===== src/rtl/atm_pkg.sv =====
// -----------------------------------------------------------------------------
// atm_pkg
//   Shared definitions for the ATM keypad front end: operation codes, special
//   key codes, the entry FSM state encoding and a small key-classification
//   helper. Imported by atm_digit_accum and atm_keypad_entry.
// -----------------------------------------------------------------------------
package atm_pkg;

  // Operation codes understood by the ATM transaction core
  localparam logic [2:0] OP_BAL   = 3'd3;
  localparam logic [2:0] OP_WDR   = 3'd4;
  localparam logic [2:0] OP_DEP   = 3'd5;
  localparam logic [2:0] OP_CHPIN = 3'd6;

  // Non-digit keypad codes; D-F are deliberately left undefined (ignored keys)
  localparam logic [3:0] KEY_ENTER  = 4'hA;
  localparam logic [3:0] KEY_CLEAR  = 4'hB;
  localparam logic [3:0] KEY_CANCEL = 4'hC;

  // Entry FSM states; the encoding is visible on fsm_state for display/debug
  typedef enum logic [2:0] {
    ST_IDLE   = 3'd0,
    ST_OP     = 3'd1,
    ST_ACC    = 3'd2,
    ST_PIN    = 3'd3,
    ST_AMT    = 3'd4,
    ST_NEWPIN = 3'd5,
    ST_REQ    = 3'd6
  } state_t;

  // True for decimal digit keys 0-9
  function automatic logic is_digit(input logic [3:0] key);
    return (key <= 4'd9);
  endfunction

endpackage


===== src/rtl/atm_digit_accum.sv =====
// -----------------------------------------------------------------------------
// atm_digit_accum
//   Decimal accumulator shared by all numeric fields. Each accepted digit
//   performs value = value*10 + digit at 32 bits and bumps the digit counter.
//   The per-field digit limit arrives at run time on 'limit'; MAX_DIGITS is an
//   absolute ceiling that keeps the 32-bit value from wrapping.
// Ports
//   clk    in   1   system clock, rising edge
//   rst    in   1   asynchronous active-high reset
//   clear  in   1   zero value and counter (has priority over load)
//   load   in   1   append 'digit' when not full
//   digit  in   4   decimal digit 0-9
//   limit  in   4   digit limit for the field currently being entered
//   value  out  32  accumulated binary value
//   count  out  4   number of digits accepted
//   full   out  1   no further digit may be appended
// -----------------------------------------------------------------------------
module atm_digit_accum
  import atm_pkg::*;
#(
  parameter int MAX_DIGITS = 7
) (
  input  logic        clk,
  input  logic        rst,
  input  logic        clear,
  input  logic        load,
  input  logic [3:0]  digit,
  input  logic [3:0]  limit,
  output logic [31:0] value,
  output logic [3:0]  count,
  output logic        full
);

  localparam logic [3:0] CEILING = 4'(MAX_DIGITS);

  assign full = (count >= limit) || (count >= CEILING);

  // Value and digit-count registers
  always_ff @(posedge clk or posedge rst) begin
    if (rst) begin
      value <= 32'd0;
      count <= 4'd0;
    end else if (clear) begin
      value <= 32'd0;
      count <= 4'd0;
    end else if (load && !full) begin
      value <= (value * 32'd10) + {28'd0, digit};
      count <= count + 4'd1;
    end else begin
      value <= value;
      count <= count;
    end
  end

endmodule


===== src/rtl/atm_keypad_entry.sv =====
// -----------------------------------------------------------------------------
// atm_keypad_entry
//   Keypad front end for the ATM transaction core. Collects keypad codes,
//   assembles language, operation, account, PIN, amount and new PIN, then
//   issues one request per session on a valid/ready handshake.
// Ports
//   clk        in   1   system clock, rising edge
//   rst        in   1   asynchronous active-high reset
//   key_valid  in   1   key_code valid this cycle
//   key_code   in   4   0-9 digit, A=ENTER, B=CLEAR, C=CANCEL, D-F ignored
//   req_valid  out  1   request valid, held until req_ready
//   req_ready  in   1   ATM core accepts request
//   operation  out  3   3 balance, 4 withdraw, 5 deposit, 6 change PIN
//   acc_num    out  4   account number
//   pin        out  16  entered PIN
//   amount     out  32  amount (0 for balance / change PIN)
//   new_pin    out  16  new PIN (0 unless change PIN)
//   language   out  1   language select
//   entry_err  out  1   pulse: invalid key or ENTER rejected
//   abort      out  1   pulse: session cancelled or timed out
//   fsm_state  out  3   current state encoding
// -----------------------------------------------------------------------------
module atm_keypad_entry
  import atm_pkg::*;
#(
  parameter int ACC_DIGITS  = 2,
  parameter int AMT_DIGITS  = 7,
  parameter int TIMEOUT_CYC = 1000000
) (
  input  logic        clk,
  input  logic        rst,
  input  logic        key_valid,
  input  logic [3:0]  key_code,
  output logic        req_valid,
  input  logic        req_ready,
  output logic [2:0]  operation,
  output logic [3:0]  acc_num,
  output logic [15:0] pin,
  output logic [31:0] amount,
  output logic [15:0] new_pin,
  output logic        language,
  output logic        entry_err,
  output logic        abort,
  output logic [2:0]  fsm_state
);

  localparam int          TW        = (TIMEOUT_CYC > 1) ? $clog2(TIMEOUT_CYC) : 1;
  localparam logic [TW-1:0] TO_LAST = TW'(TIMEOUT_CYC - 1);
  localparam logic [3:0]  ACC_LIMIT = 4'(ACC_DIGITS);
  localparam logic [3:0]  AMT_LIMIT = 4'(AMT_DIGITS);
  localparam logic [3:0]  PIN_LIMIT = 4'd4;

  state_t        state_r;
  state_t        next_s;
  logic [TW-1:0] timer_r;

  logic          counting_s;
  logic          timeout_s;
  logic          err_s;
  logic          abort_s;
  logic          clear_all_s;
  logic          acc_clear_s;
  logic          acc_load_s;
  logic [3:0]    acc_limit_s;
  logic          enter_ok_s;
  logic          set_lang_s;
  logic          set_op_s;
  logic          cap_acc_s;
  logic          cap_pin_s;
  logic          cap_amt_s;
  logic          cap_newpin_s;

  logic [31:0]   acc_value_s;
  logic [3:0]    acc_count_s;
  logic          acc_full_s;

  atm_digit_accum #(
    .MAX_DIGITS (AMT_DIGITS)
  ) u_accum (
    .clk   (clk),
    .rst   (rst),
    .clear (acc_clear_s | clear_all_s),
    .load  (acc_load_s),
    .digit (key_code),
    .limit (acc_limit_s),
    .value (acc_value_s),
    .count (acc_count_s),
    .full  (acc_full_s)
  );

  assign fsm_state = state_r;

  // The idle timer only runs while a session is being typed in; a key this
  // cycle restarts it, so a key arriving on the last cycle wins over timeout.
  assign counting_s = (state_r != ST_IDLE) && (state_r != ST_REQ);
  assign timeout_s  = counting_s && !key_valid && (timer_r == TO_LAST);

  // Next-state, key decoding and register-enable generation
  always_comb begin
    next_s       = state_r;
    err_s        = 1'b0;
    abort_s      = 1'b0;
    clear_all_s  = 1'b0;
    acc_clear_s  = 1'b0;
    acc_load_s   = 1'b0;
    acc_limit_s  = 4'd0;
    enter_ok_s   = 1'b0;
    set_lang_s   = 1'b0;
    set_op_s     = 1'b0;
    cap_acc_s    = 1'b0;
    cap_pin_s    = 1'b0;
    cap_amt_s    = 1'b0;
    cap_newpin_s = 1'b0;

    // Digit limit and ENTER acceptance rule of the field being entered
    case (state_r)
      ST_ACC: begin
        acc_limit_s = ACC_LIMIT;
        enter_ok_s  = (acc_count_s != 4'd0) && (acc_value_s != 32'd0) &&
                      (acc_value_s <= 32'd15);
      end
      ST_PIN, ST_NEWPIN: begin
        acc_limit_s = PIN_LIMIT;
        enter_ok_s  = (acc_count_s == PIN_LIMIT);
      end
      ST_AMT: begin
        acc_limit_s = AMT_LIMIT;
        enter_ok_s  = (acc_value_s != 32'd0);
      end
      default: begin
        acc_limit_s = 4'd0;
        enter_ok_s  = 1'b0;
      end
    endcase

    case (state_r)
      ST_IDLE: begin
        if (key_valid && (key_code <= 4'd1)) begin
          set_lang_s = 1'b1;
          next_s     = ST_OP;
        end else if (key_valid && (key_code <= KEY_CANCEL)) begin
          err_s = 1'b1;
        end else begin
          next_s = ST_IDLE;
        end
      end

      ST_OP: begin
        if (timeout_s || (key_valid && (key_code == KEY_CANCEL))) begin
          abort_s     = 1'b1;
          clear_all_s = 1'b1;
          next_s      = ST_IDLE;
        end else if (key_valid && (key_code >= OP_BAL) && (key_code <= 4'(OP_CHPIN))) begin
          set_op_s = 1'b1;
          next_s   = ST_ACC;
        end else if (key_valid && (is_digit(key_code) || (key_code == KEY_ENTER))) begin
          err_s = 1'b1;
        end else begin
          next_s = ST_OP;
        end
      end

      ST_ACC, ST_PIN, ST_AMT, ST_NEWPIN: begin
        if (timeout_s || (key_valid && (key_code == KEY_CANCEL))) begin
          abort_s     = 1'b1;
          clear_all_s = 1'b1;
          next_s      = ST_IDLE;
        end else if (key_valid && is_digit(key_code)) begin
          // A digit beyond the field width is dropped rather than overflowing
          if (acc_full_s) begin
            err_s = 1'b1;
          end else begin
            acc_load_s = 1'b1;
          end
        end else if (key_valid && (key_code == KEY_CLEAR)) begin
          acc_clear_s = 1'b1;
        end else if (key_valid && (key_code == KEY_ENTER)) begin
          if (enter_ok_s) begin
            acc_clear_s = 1'b1;
            case (state_r)
              ST_ACC: begin
                cap_acc_s = 1'b1;
                next_s    = ST_PIN;
              end
              ST_PIN: begin
                cap_pin_s = 1'b1;
                if (operation == OP_BAL) begin
                  next_s = ST_REQ;
                end else if (operation == OP_CHPIN) begin
                  next_s = ST_NEWPIN;
                end else begin
                  next_s = ST_AMT;
                end
              end
              ST_AMT: begin
                cap_amt_s = 1'b1;
                next_s    = ST_REQ;
              end
              default: begin
                cap_newpin_s = 1'b1;
                next_s       = ST_REQ;
              end
            endcase
          end else begin
            err_s = 1'b1;
          end
        end else begin
          next_s = state_r;
        end
      end

      // Request is committed: keys (even CANCEL) are ignored until accepted
      ST_REQ: begin
        if (req_ready) begin
          clear_all_s = 1'b1;
          next_s      = ST_IDLE;
        end else begin
          next_s = ST_REQ;
        end
      end

      default: begin
        clear_all_s = 1'b1;
        next_s      = ST_IDLE;
      end
    endcase
  end

  // State register, idle timer, status pulses and session field registers
  always_ff @(posedge clk or posedge rst) begin
    if (rst) begin
      state_r   <= ST_IDLE;
      timer_r   <= '0;
      req_valid <= 1'b0;
      entry_err <= 1'b0;
      abort     <= 1'b0;
      operation <= 3'd0;
      acc_num   <= 4'd0;
      pin       <= 16'd0;
      amount    <= 32'd0;
      new_pin   <= 16'd0;
      language  <= 1'b0;
    end else begin
      state_r   <= next_s;
      req_valid <= (next_s == ST_REQ);
      entry_err <= err_s;
      abort     <= abort_s;

      if (key_valid || !counting_s || clear_all_s) begin
        timer_r <= '0;
      end else begin
        timer_r <= timer_r + TW'(1);
      end

      if (clear_all_s) begin
        operation <= 3'd0;
        acc_num   <= 4'd0;
        pin       <= 16'd0;
        amount    <= 32'd0;
        new_pin   <= 16'd0;
        language  <= 1'b0;
      end else begin
        if (set_lang_s)   language  <= key_code[0];
        if (set_op_s)     operation <= key_code[2:0];
        if (cap_acc_s)    acc_num   <= acc_value_s[3:0];
        if (cap_pin_s)    pin       <= acc_value_s[15:0];
        if (cap_amt_s)    amount    <= acc_value_s;
        if (cap_newpin_s) new_pin   <= acc_value_s[15:0];
      end
    end
  end

endmodule


===== config.mk =====
export PLATFORM = sky130hd
export DESIGN_NAME = atm_keypad_entry
export DESIGN_NICKNAME = d
export VERILOG_FILES = /design/src/rtl/atm_pkg.sv /design/src/rtl/atm_digit_accum.sv /design/src/rtl/atm_keypad_entry.sv
export SDC_FILE = /design/constraint.sdc
export NUM_CORES = 1
export LEC_CHECK = 0
export ABC_CLOCK_PERIOD_IN_PS = 4700
export CAP_MARGIN = 20
export CORE_MARGIN = 1
export CORE_UTILIZATION = 40
export DETAILED_ROUTE_END_ITERATION = 10
export HOLD_SLACK_MARGIN = 0.05
export SYNTH_ARGS = -nofsm -noshare
export SYNTH_HDL_FRONTEND = slang
export SYNTH_SLANG_ARGS = --single-unit

===== constraint.sdc =====
create_clock -name clk -period 4.7 [get_ports clk]
set_input_delay 0.47 -clock clk [delete_from_list [all_inputs] [get_ports clk]]
set_output_delay 0.47 -clock clk [all_outputs]
set_load 0.02 [all_outputs]

# ---- After elaboration in Yosys (flattened, before gate mapping)
# Index checks and enable logic that the tools add are counted.
dict set report op_classes {
  eq_ne 15
  addsub 3
  n_bitwise 1
  magnitude_cmp 8
  reduce_logical 38
  n_mul 1
  mux 93
}
# operator n
set ops {}
lappend ops {{$mux W32} 4}
lappend ops {{$mux W16} 4}
lappend ops {{$mux W1} 60}
lappend ops {{$mux W3} 13}
lappend ops {{$add A32 B4 Y32} 1}
lappend ops {{$le A32 B4 Y1 const B} 1}
lappend ops {{$mul A32 B3 Y31 const B} 1}
lappend ops {{$reduce_bool A32 Y1} 1}
lappend ops {{$add A20 B1 Y20 const B} 1}
lappend ops {{$eq A20 B20 Y1 const B} 1}
lappend ops {{$mux W20} 1}
lappend ops {{$mux W4} 4}
lappend ops {{$eq A3 B3 Y1 const B} 5}
lappend ops {{$logic_and A1 B1 Y1} 15}
lappend ops {{$reduce_bool A2 Y1} 7}
lappend ops {{$eq A4 B4 Y1 const B} 3}
lappend ops {{$pmux W3 S4} 1}
lappend ops {{$eq A3 B2 Y1 const B} 3}
lappend ops {{$pmux W1 S3} 3}
lappend ops {{$pmux W3 S3} 1}
lappend ops {{$le A4 B4 Y1 const B} 2}
lappend ops {{$pmux W3 S2} 1}
lappend ops {{$logic_or A1 B1 Y1} 5}
lappend ops {{$reduce_or A5 Y1} 1}
lappend ops {{18 further kinds} 20}
dict set report totals {
  input_bits 8
  output_inout_bits 78
  wordCells 172
  regBits 134
}

# ---- Depth between registers and ports, before layout
dict set report logic_depth {
  depth_word 12
  mapped_depth 14
  depth_no_buf 14
}

# ---- Hierarchy
# A second synthesis with hierarchy kept.
dict set report unflattened {
  hier_cells 965
  hier_area_um2 8956.1
}
# mod seq_area_each_um2 n_inst cells_per_inst area_per_inst_um2
set by_module_without_submodules {}
lappend by_module_without_submodules {atm_keypad_entry 2452.4 1 446 4640.7}
lappend by_module_without_submodules {atm_digit_accum 900.9 1 519 4315.4}

# ---- Least setup slack after synthesis
# OpenSTA, ideal clock, no wires.
dict set report synth_path {
  kind {register -> register}
  start {reg u_accum.value[1]}
  end {reg u_accum.value[28]}
  synth_period_minus_slack_ns 3.641
  path_buffers 0
  t_required_ns 4.578
  setup_ns 0.122
  stages_incl_launch_ff 15
  setup_slack_ns 1.059
  arrival_ns 3.520
  path_cell_list {dfrtp_1 > ha_1 > ha_1 > inv_1 > fa_1 > nand2b_1 > a21o_1 > a21boi_1 > or3_1 > and4b_1 > nand4_1 > nor4b_4 > nand3_1 > or3_1 > a32o_1}
}
dict set report synth_between {
  elab_chain_len 12
  word_cells_on_any_way 17
  classes_between {1 x add/sub; 1 x mul; 1 x order compare; 9 x mux; 1 x bitwise; 4 x reduce/logical}
}
# item line
set synth_rtl {}
lappend synth_rtl {{start, declared} atm_digit_accum.sv:29} ;# output logic [31:0] value,
lappend synth_rtl {{start signal, assigned} atm_digit_accum.sv:47} ;# value <= (value * 32'd10) + {28'd0, digit};
lappend synth_rtl {{start signal, assigned} atm_digit_accum.sv:50} ;# value <= value;
lappend synth_rtl {{branches (longest 12 deep; another with $mul A32 B3 Y31)} n/a}
# Parallel ways; which one is timed is not known. The select of a mux whose other input is x is not followed.
# A chain may end at the register's enable or synchronous reset.

# ---- Worst setup path after layout
# Ends and elaborated chain as after synthesis.

==> flow_metrics.py <==
metrics = {
    "detailed_routing": {
        "ant_nets": 0,
        "drt_iter0_drc": 504,
        "vias_per_cell": 5.437,
        "num_vias": 7199,
        "first_pass_iters": 5,
        "drcViolationCount": 0,
        "wl_per_cell_um": 17.17,
        "drt_wl_total_mm": 22.73,
    },
    "outcome": {
        "outcome": "complete, no violations",
    },
    "timing": {
        "relSlewSlack": 0.3602,
        "finalHoldViolCount": 0,
        "skew_ns": 0.01307,
        "rsz0062_at_grt": "no",
        "setup_viol": 0,
        "max_freq_mhz": 241.4,
        "min_period_ns": 4.142,
        "tightest_slew_ns": 0.9597,
        "period_share": 0.8812,
        "fin_setup_tns_ns": 0,
        "maxSlewViolCount": 0,
    },
    "finish": {
        "instances_no_fill": 1324,
        "n_antenna_cell": 0,
        "syn2layout_area_growth_pct": 20.15,
        "fin_nets": 1110,
        "final_cell_mix": "nand2_1, dfrtp_1, nor2_1, clkdlybuf4s50_1, o21ai_0",
        "drive_gt1_frac": 0.06482,
        "final_common_cell": "nand2_1",
    },
    "setup_path": {
        "crit_chain": "ha_1 > ha_1 > inv_1 > fa_1 > nand2b_1 > a21oi_1 > o21ai_0 > nand3_1 > xor2_1 > nand4_1 > nor4b_4 > nand3_1 > or3_1 > a32o_1",
        "worst_path_largest_cell_delay_ns": 0.49,
        "worstSetupEndpointType": "flop",
        "critPathLaunchType": "flop",
        "critPathLaunch": "u_accum.value[1]",
        "r2r_slack_ns": 0.56,
        "crit_path_end": "u_accum.value[28]",
        "critPathRequiredTime_ns": 5.02,
        "timing.rr.start": "u_accum.value[1]",
        "reg2reg_depth": 14,
        "crit_type": "reg -> reg",
        "cpMaxStageDelayCell": "dfrtp_1",
        "cp_max_fo": 9,
        "r2r-end": "u_accum.value[28]",
        "cp.arrival_ns": 4.46,
        "crit_buf_inv": 1,
        "critical-path-top-delay-family": "simple AND/OR/NAND/NOR gates",
        "cp.depth": 14,
    },
    "pwr": {
        "p_leak_uw": 0.004703,
        "max-vdd-ir-drop_mv": 0.1913,
        "cellPowerDensity_nw_per_um2": 259.8,
    },
    "cts": {
        "ctsHoldBuffers": 0,
        "clk-insertion-delay-late_ns": 0.43,
        "cts_resized": 0,
        "cts-root-buf": "clkbuf_16",
        "clock_sinks": 134,
        "cts_max_path_buffers": 2,
        "cts_max_level": 4,
        "post-cts-setup-buffers": 0,
        "numCtsBuffers": 17,
        "clk_pin_slew_worst_paths_ns": 0.07,
        "tritoncts": "yes",
    },
    "logic_synthesis": {
        "syn-num-nets": 1032,
        "synthDistinctLibCells": 70,
        "syn_avg_cell_area_sq_um": 8.932,
        "async_flop_share": 1.000,
        "yosysWarnings": 0,
        "ys_ff_latch": 134,
        "ys_seq_area_frac": 0.3919,
        "yosys_most_used_dff": "dfrtp_1",
        "postSynthCellCount": 958,
        "synth_edf_count": 0,
        "syn_area_sq_um": 8557,
    },
    "placement": {
        "hpwl_mm": 16.01,
        "dp.cells": 1292,
        "port_buffers": 85,
        "gp_congestion": 0.8940,
    },
    "global_routing": {
        "grt_max_degree": 107,
        "antenna_found_initial": 0,
        "grt_pass1_vias": 7072,
        "grt_use_total": 0.2170,
        "gr-total-overflow": 0,
        "grt_pass1_wl_mm": 37.58,
    },
    "floorplanning": {
        "design.die.area_sq_um": 21980,
        "num_rows": 53,
        "die_x_um": 148.3,
        "io_pins": 86,
        "initial_core_util": 0.4071,
        "die_y_um": 148.3,
        "core_area_sq_um": 21020,
    },
    "hold_path": {
        "hold_path_class": "reg -> reg",
    },
    "run": {
        "drv_cap": 0,
    },
}
## registers in the layout (all words and copies together), names as in the netlist
name / flops
u_accum.count: 4
pin: 16
req_valid: 1
amount: 32
entry_err: 1
new_pin: 16
operation: 3
fsm_state: 3
abort: 1
timer_r: 20
acc_num: 4
u_accum.value: 32
language: 1
## synth_stat cells, types with 3 or more instances
library cell    n  area [sq um]
a211oi_1       13         97.59
o21a_1          5         37.54
o21bai_1        4         30.03
mux2i_1        41         410.4
o211ai_1        6         45.04
nand3_1        29         145.1
clkbuf_1       32         120.1
nand2b_1       11         68.82
and2_1          7         43.79
a21oi_2         3         26.28
o21ai_0        71         355.3
and3_1         17         106.4
nand2_1       149         559.3
a21oi_1        55         275.3
nor4b_1         3         26.28
o21ai_1         4         20.02
inv_1          14         52.55
or3_1           6         37.54
nor3_1         15         75.07
nor3_2          3         30.03
a21o_1         13         97.59
a221o_1         3         30.03
nor2b_1         7         43.79
xor2_1         34         297.8
a22o_1          5         43.79
nor3b_1         5         37.54
ha_1           64         800.8
nor2_1        104         390.4
nor4_1         11         68.82
xnor2_1        29         254.0
dfrtp_1       134          3353
nand4_1         9         56.30
buf_2           5         25.02
## worst register-to-register path: stages, from the launching register on
cell,delay (ns)
dfrtp_1,0.49
ha_1,0.33
ha_1,0.23
inv_1,0.07
fa_1,0.39
nand2b_1,0.21
a21oi_1,0.31
o21ai_0,0.17
nand3_1,0.14
xor2_1,0.30
nand4_1,0.27
nor4b_4,0.43
nand3_1,0.13
or3_1,0.32
a32o_1,0.25
## routing by layer
layer,vias to the layer above,global-route usage,share of wire
met5,-,0,0
met4,0,0.06443,0.015
met3,22,0.04264,0.043
met2,178,0.3354,0.46
met1,3436,0.3056,0.49
li1,3563,-,-
## metrics by stage
step	area, sq um	total power [uW]	setup slack [ns]	hold slack, ns	util
floorplan	8557	1316	0.6472	0.4470	-
global placement	9711	1392	0.6509	0.4745	0.4619
detailed placement	9711	1393	0.5762	0.4793	0.4619
CTS	10280	2698	0.5650	0.4887	0.4891
global route	10280	2767	0.1619	0.5039	0.4891
finish	10280	2671	0.5582	0.4789	0.4891
## cells by family (layout without fill, tap and decap cells)
logic type	Yosys count	count (layout)	share of synthesized area
xor+xnor	63	63	0.06448
buf+inv	53	144	0.02486
flops	134	134	0.3919
fa+ha+maj	66	66	0.09826
simple gates	391	391	0.2154
compound gates	210	210	0.1572
mux	41	41	0.04796
## layout make-up
type	instances	area (sq um)
sequential	134	3353
tap	275	344.1
clock buffer	18	439.2
fill	1980	10740
clock inverter	14	131.4
timing repair buffer	98	948.4
inverter	14	57.56
multi-input combinational	771	5007
## power breakdown
| group | leakage, uW | switching [uW] | internal, uW |
|---|---|---|---|
| logic | 0.00256 | 101 | 64.8 |
| clock network | 0.000280 | 590 | 713 |
| registers | 0.00186 | 27.6 | 1170 |
| total | 0.00470 | 719 | 1950 |
## worst min path at each step
stage	to	from	slack [ns]	depth (start not counted)
5_1_grt	timer_r[0]	timer_r[0]	0.50	1
4_1_cts	timer_r[0]	timer_r[0]	0.49	1
2_1_floorplan	timer_r[0]	timer_r[0]	0.45	1
3_3_place_gp	timer_r[0]	timer_r[0]	0.47	1
6_report	timer_r[0]	timer_r[0]	0.48	1
3_5_place_dp	timer_r[0]	timer_r[0]	0.48	1
(Power assumes the default switching activity.)
